`src/rtl/i2s_dsp_rx_frame_sync.sv`:
```
// DSP-mode serial receiver: frame-sync pulse detect, word deserializer,
// single-word holding register with overflow and sync-error reporting.
module i2s_dsp_rx_frame_sync (
  input  logic        sck_i,
  input  logic        rstn_i,
  input  logic        cfg_en_i,
  input  logic [4:0]  cfg_num_bits_i,
  input  logic [2:0]  cfg_num_words_i,
  input  logic        cfg_dsp_delay_i,
  input  logic        cfg_lsb_first_i,
  input  logic        ws_i,
  input  logic        sd_i,
  output logic [31:0] data_o,
  output logic [2:0]  word_idx_o,
  output logic        data_valid_o,
  input  logic        data_ready_i,
  output logic        frame_err_o,
  output logic        overflow_o
);

  typedef enum logic [1:0] {
    IDLE,
    SYNC,
    DATA
  } state_e;

  state_e      state_q, state_d;
  logic        ws_q;
  logic [31:0] shreg_q, shreg_d;
  logic [4:0]  bcnt_q, bcnt_d;
  logic [2:0]  wcnt_q, wcnt_d;
  logic [31:0] data_q, data_d;
  logic [2:0]  idx_q, idx_d;
  logic        valid_q, valid_d;
  logic        ferr_q, ferr_d;
  logic        ovf_q, ovf_d;

  logic        pulse;
  logic        done;
  logic [31:0] mask;
  logic [31:0] base;
  logic [31:0] shnext;
  logic [31:0] first;

  function automatic logic [31:0] ins(
    input logic [31:0] b,
    input logic [4:0]  n,
    input logic        bit_i,
    input logic        lsb
  );
    logic [31:0] r;
    r = b;
    if (lsb) r[n] = bit_i;
    else     r = {b[30:0], bit_i};
    return r;
  endfunction

  assign pulse  = ws_i & ~ws_q;
  assign mask   = 32'hFFFF_FFFF >> (5'd31 - cfg_num_bits_i);
  // a new word always starts from a clean register
  assign base   = (bcnt_q == 5'd0) ? 32'd0 : shreg_q;
  assign shnext = ins(base, bcnt_q, sd_i, cfg_lsb_first_i);
  assign first  = ins(32'd0, 5'd0, sd_i, cfg_lsb_first_i);

  always_comb begin
    state_d = state_q;
    shreg_d = shreg_q;
    bcnt_d  = bcnt_q;
    wcnt_d  = wcnt_q;
    data_d  = data_q;
    idx_d   = idx_q;
    valid_d = valid_q;
    ferr_d  = 1'b0;
    ovf_d   = 1'b0;
    done    = 1'b0;

    if (valid_q && data_ready_i) valid_d = 1'b0;

    unique case (state_q)
      IDLE: begin
        shreg_d = '0;
        bcnt_d  = '0;
        wcnt_d  = '0;
        if (cfg_en_i) state_d = SYNC;
      end
      SYNC, DATA: begin
        if (pulse) begin
          ferr_d  = (state_q == DATA);
          state_d = DATA;
          wcnt_d  = '0;
          bcnt_d  = cfg_dsp_delay_i ? 5'd0 : 5'd1;
          shreg_d = cfg_dsp_delay_i ? 32'd0 : first;
        end else if (state_q == DATA) begin
          shreg_d = shnext;
          bcnt_d  = bcnt_q + 5'd1;
          if (bcnt_q == cfg_num_bits_i) begin
            done   = 1'b1;
            bcnt_d = '0;
            wcnt_d = wcnt_q + 3'd1;
            if (wcnt_q == cfg_num_words_i) begin
              state_d = SYNC;
              wcnt_d  = '0;
            end
          end
        end
      end
      default: state_d = IDLE;
    endcase

    if (done) begin
      if (!valid_q || data_ready_i) begin
        data_d  = shnext & mask;
        idx_d   = wcnt_q;
        valid_d = 1'b1;
      end else begin
        ovf_d = 1'b1;
      end
    end

    if (!cfg_en_i) begin
      state_d = IDLE;
      shreg_d = '0;
      bcnt_d  = '0;
      wcnt_d  = '0;
      valid_d = 1'b0;
      ferr_d  = 1'b0;
      ovf_d   = 1'b0;
    end
  end

  always_ff @(posedge sck_i or negedge rstn_i) begin
    if (!rstn_i) begin
      state_q <= IDLE;
      ws_q    <= 1'b0;
      shreg_q <= '0;
      bcnt_q  <= '0;
      wcnt_q  <= '0;
      data_q  <= '0;
      idx_q   <= '0;
      valid_q <= 1'b0;
      ferr_q  <= 1'b0;
      ovf_q   <= 1'b0;
    end else begin
      state_q <= state_d;
      ws_q    <= ws_i;
      shreg_q <= shreg_d;
      bcnt_q  <= bcnt_d;
      wcnt_q  <= wcnt_d;
      data_q  <= data_d;
      idx_q   <= idx_d;
      valid_q <= valid_d;
      ferr_q  <= ferr_d;
      ovf_q   <= ovf_d;
    end
  end

  assign data_o       = data_q;
  assign word_idx_o   = idx_q;
  assign data_valid_o = valid_q;
  assign frame_err_o  = ferr_q;
  assign overflow_o   = ovf_q;

endmodule

```
`config.mk`:
```
export PLATFORM = sky130hd
export DESIGN_NAME = i2s_dsp_rx_frame_sync
export DESIGN_NICKNAME = d
export VERILOG_FILES = /design/src/rtl/i2s_dsp_rx_frame_sync.sv
export SDC_FILE = /design/constraint.sdc
export NUM_CORES = 1
export LEC_CHECK = 0
export BUFFER_PORTS_ARGS = -buffer_cell sky130_fd_sc_hd__buf_2
export CAP_MARGIN = 30
export CORE_AREA = 4 4 132 134
export CTS_CLUSTER_SIZE = 40
export DETAILED_ROUTE_END_ITERATION = 8
export DIE_AREA = 0 0 136 138
export SKIP_CTS_REPAIR_TIMING = 1
export SLEW_MARGIN = 0
export SYNTH_ARGS = -nofsm -noshare
export SYNTH_HDL_FRONTEND = slang
export SYNTH_SLANG_ARGS = --single-unit
```
`constraint.sdc`:
```
create_clock -name sck_i -period 2.73 [get_ports sck_i]
set_clock_uncertainty 0.2 [all_clocks]
set_input_delay 0.273 -clock sck_i [delete_from_list [all_inputs] [get_ports sck_i]]
set_output_delay 0.273 -clock sck_i [all_outputs]
set_load 0.1 [all_outputs]
```
==> impl_metrics.csv <==
group,metric,value,unit
routing,drtIter0Drc,525,
clocking,clkSinkCount,81,
synthesis,synth_top_area_share,42.2,%
setup_path,cp_top_family,"simple AND/OR/NAND/NOR gates",
timing,setup-violations-final,0,
floorplan,die_width,136,um
timing,final.setup.tns,0,ns
routing,ant_nets,0,
cells_and_area,area_delta_synth_final,15.8,%
setup_path,worstSetupEndpointType,"register",
power_and_ir_drop,max-vdd-ir-drop,463,uV
timing,rsz0062_at_grt,"false",
cells_and_area,fin_area,0.00556,mm^2
cells_and_area,layout-drive-gt1-share,17.0,%
setup_path,worst_ep_required_time,2.78,ns
power_and_ir_drop,power.density,638,mW/mm^2
clocking,clock_latency,0.35,ns
floorplan,pin_count,54,
setup_path,critPathBufInv,1,
floorplan,fp.dieArea,0.0188,mm^2
synthesis,synthesis.nets,573,
clocking,cts_made_buffers,9,
timing,holdWs,-0.000476,ns
setup_path,start_kind,"register",
global_route,grt_max_degree,57,
routing,dr.pass1.iters,5,
synthesis,ys_top_cells_by_area,"dfrtp_1, nand2_1, o21ai_0",
global_route,grt_pass1_vias,4207,
cells_and_area,nets,607,
clocking,cts_tree,"done",
setup_path,cp_data_arrival_time,2.54,ns
cells_and_area,fill_cells,1686,
synthesis,synth_warnings,0,
floorplan,fp.dieH,138,um
routing,drc,0,
outcome,status,"finished with violations",
routing,via_count,4510,
timing,slew_headroom,45.9,%
hold_path,hp-class,"input port to register",
synthesis,ys_seq_area_share,42.2,%
timing,fmax,0.401,GHz
synthesis,syn-instance-count,548,
place,gp_congestion,0.952,
synthesis,yosysMostFrequentCell,"nand2_1",
synthesis,synth-async-reset-ratio,100,%
global_route,grt_usage,15.5,%
clocking,ctsLongestPathBuffers,2,
routing,finalWirelength,14500,um
synthesis,ys_top_cells_by_count,"nand2_1, dfrtp_1, o21ai_0, nand3_1, clkbuf_1",
place,placed_area,0.00524,mm^2
setup_path,crit_fanout,21,
global_route,antenna_found_initial,2,
global_route,grt_pass1_wl,23100,um
floorplan,num_rows,47,
cells_and_area,fin_util,34.2,%
setup_path,crit_path_top_delay_cell,"nand2_1",
synthesis,yosysTopAreaCell,"dfrtp_1",
timing,period_needed,2.49,ns
floorplan,core_area,0.0163,mm^2
setup_path,path_class,"register to register",
place,hpwl,10100,um
power_and_ir_drop,p_total,3550,uW
timing,post-route-period-util,91.3,%
power_and_ir_drop,leakagePower,0.00238,uW
setup_path,cp_slowest_stage_delay,0.56,ns
timing,hold_violations,1,
setup_path,crit_path_frequent_cell,"nand2_1",
flow_run,maxCapViolCount,0,
clocking,clk_pin_slew_worst_paths,0.06,ns
synthesis,synth_ff_type,"dfrtp_1",
place,portBuffers,53,
clocking,cts-root-buf,"clkbuf_16",
routing,via_per_inst,5.58,
synthesis,synth_edf_count,0,
synthesis,ys_seq_elements,81,
synthesis,syn_area,0.00480,mm^2
timing,maxSlewViolCount,0,
timing,worst_slew_pin_slew,0.810,ns
routing,wl_per_cell,17.9,um
outcome,failed_checks,"negative hold slack",
synthesis,synth.distinct_cells,52,
global_route,grt_overflow_total,0,
clocking,cts.htree.levels,3,
setup_path,path_cells,"inv_1 -> ha_1 -> nand2_1 -> nor2b_1 -> nand2_1 -> o21ai_0",
floorplan,start_util,29.5,%
synthesis,synth.avg_cell_area,8.77,um^2
-- area by class of cell --
class | count | area [um^2] | area share (%)
clock inverter | 5 | 55.1 | 0.989
inverter | 11 | 41.3 | 0.742
sequential | 81 | 2030 | 36.4
antenna | 1 | 2.50 | 0.0450
multi-input combinational | 405 | 2460 | 44.3
timing repair buffer | 74 | 455 | 8.19
tap | 220 | 275 | 4.95
clock buffer | 11 | 243 | 4.36
-- worst paths after layout --
check / slack (ns) / start / cells past startpoint / end
setup / recovery: 0.24 / state_q[0] / 6 / shreg_q[26]
hold / removal: -0.0005 / cfg_en_i / 3 / frame_err_o
setup reg to reg: 0.24 / state_q[0] / 6 / shreg_q[26]
hold reg to reg: 0.27 / data_o[4] / 2 / data_o[4]
max in group asynchronous: 1.41 / rstn_i / 3 / data_o[20]
min in group asynchronous: 0.25 / rstn_i / 2 / word_idx_o[0]
-- power by group --
part           switching, uW  leakage, uW  internal [uW]
combinational            692      0.00111            310
clock                    504     0.000142            731
sequential              66.6      0.00113           1250
total                   1260      0.00238           2290
-- metrics by stage --
| step | setup WS (ns) | cells |
|---|---|---|
| 2_1_floorplan | 0.448 | 548 |
| 3_3_place_gp | 0.293 | 789 |
| 3_5_place_dp | 0.182 | 789 |
| 4_1_cts | 0.187 | 805 |
| 5_1_grt | 0.0749 | 808 |
| 6_report | 0.238 | 808 |
-- state kept, by name (all words and copies together) (netlist names) --
register,flops
bcnt_q,5
data_o,32
data_valid_o,1
frame_err_o,1
overflow_o,1
shreg_q,32
state_q,2
wcnt_q,3
word_idx_o,3
ws_q,1
-- worst reg2reg max path, stage by stage (launching register included) --
cell and delay (ns):
dfrtp_1 0.40, inv_1 0.10, ha_1 0.35, nand2_1 0.13, nor2b_1 0.28, nand2_1 0.56, o21ai_0 0.38
-- layout by cell type, fill, tap and decap left out, types with 4 or more instances in the layout --
cell type	instances
o211ai_1	4
mux2i_1	10
inv_1	11
and2_1	5
o21a_1	5
a31oi_1	12
nand2b_1	6
ha_1	9
buf_2	52
a21o_1	4
clkbuf_16	9
o31ai_1	23
xnor2_1	5
nand4_1	10
nand3_1	31
buf_4	18
nor2_1	19
a22oi_1	17
and3_1	5
a21oi_1	23
o21ai_0	50
o22ai_1	4
o311ai_0	10
nand2_1	87
a32oi_1	4
dfrtp_1	81
a22o_1	16
or2_2	4
nor3_1	8
-- cells by family (layout without fill, tap and decap cells) --
kind of cell / count (synthesis) / in the layout / synth area share [%]
AND/OR/NAND/NOR: 188 / 188 / 18.4
AO/OA/AOI/OAI: 187 / 187 / 26.0
flip-flops: 81 / 81 / 42.2
buffers and inverters: 62 / 101 / 6.59
multiplexers: 13 / 13 / 3.02
adder cells (fa/ha/maj): 9 / 9 / 2.34
XOR/XNOR: 8 / 8 / 1.46
other: 0 / 1 / 0
-- per-layer routing --
metal  GRT usage [%]  vias to the layer above  part of all wire, %  wire (um)
met1            22.0                     2209                   45       6470
met2            23.2                      195                   46       6660
met4            4.30                        2                  1.3        187
met5               0                        -                0.048          7
met3            4.22                       21                  8.0       1170
li1                -                     2083                    -          -
Power figures use the tool's default switching activity.
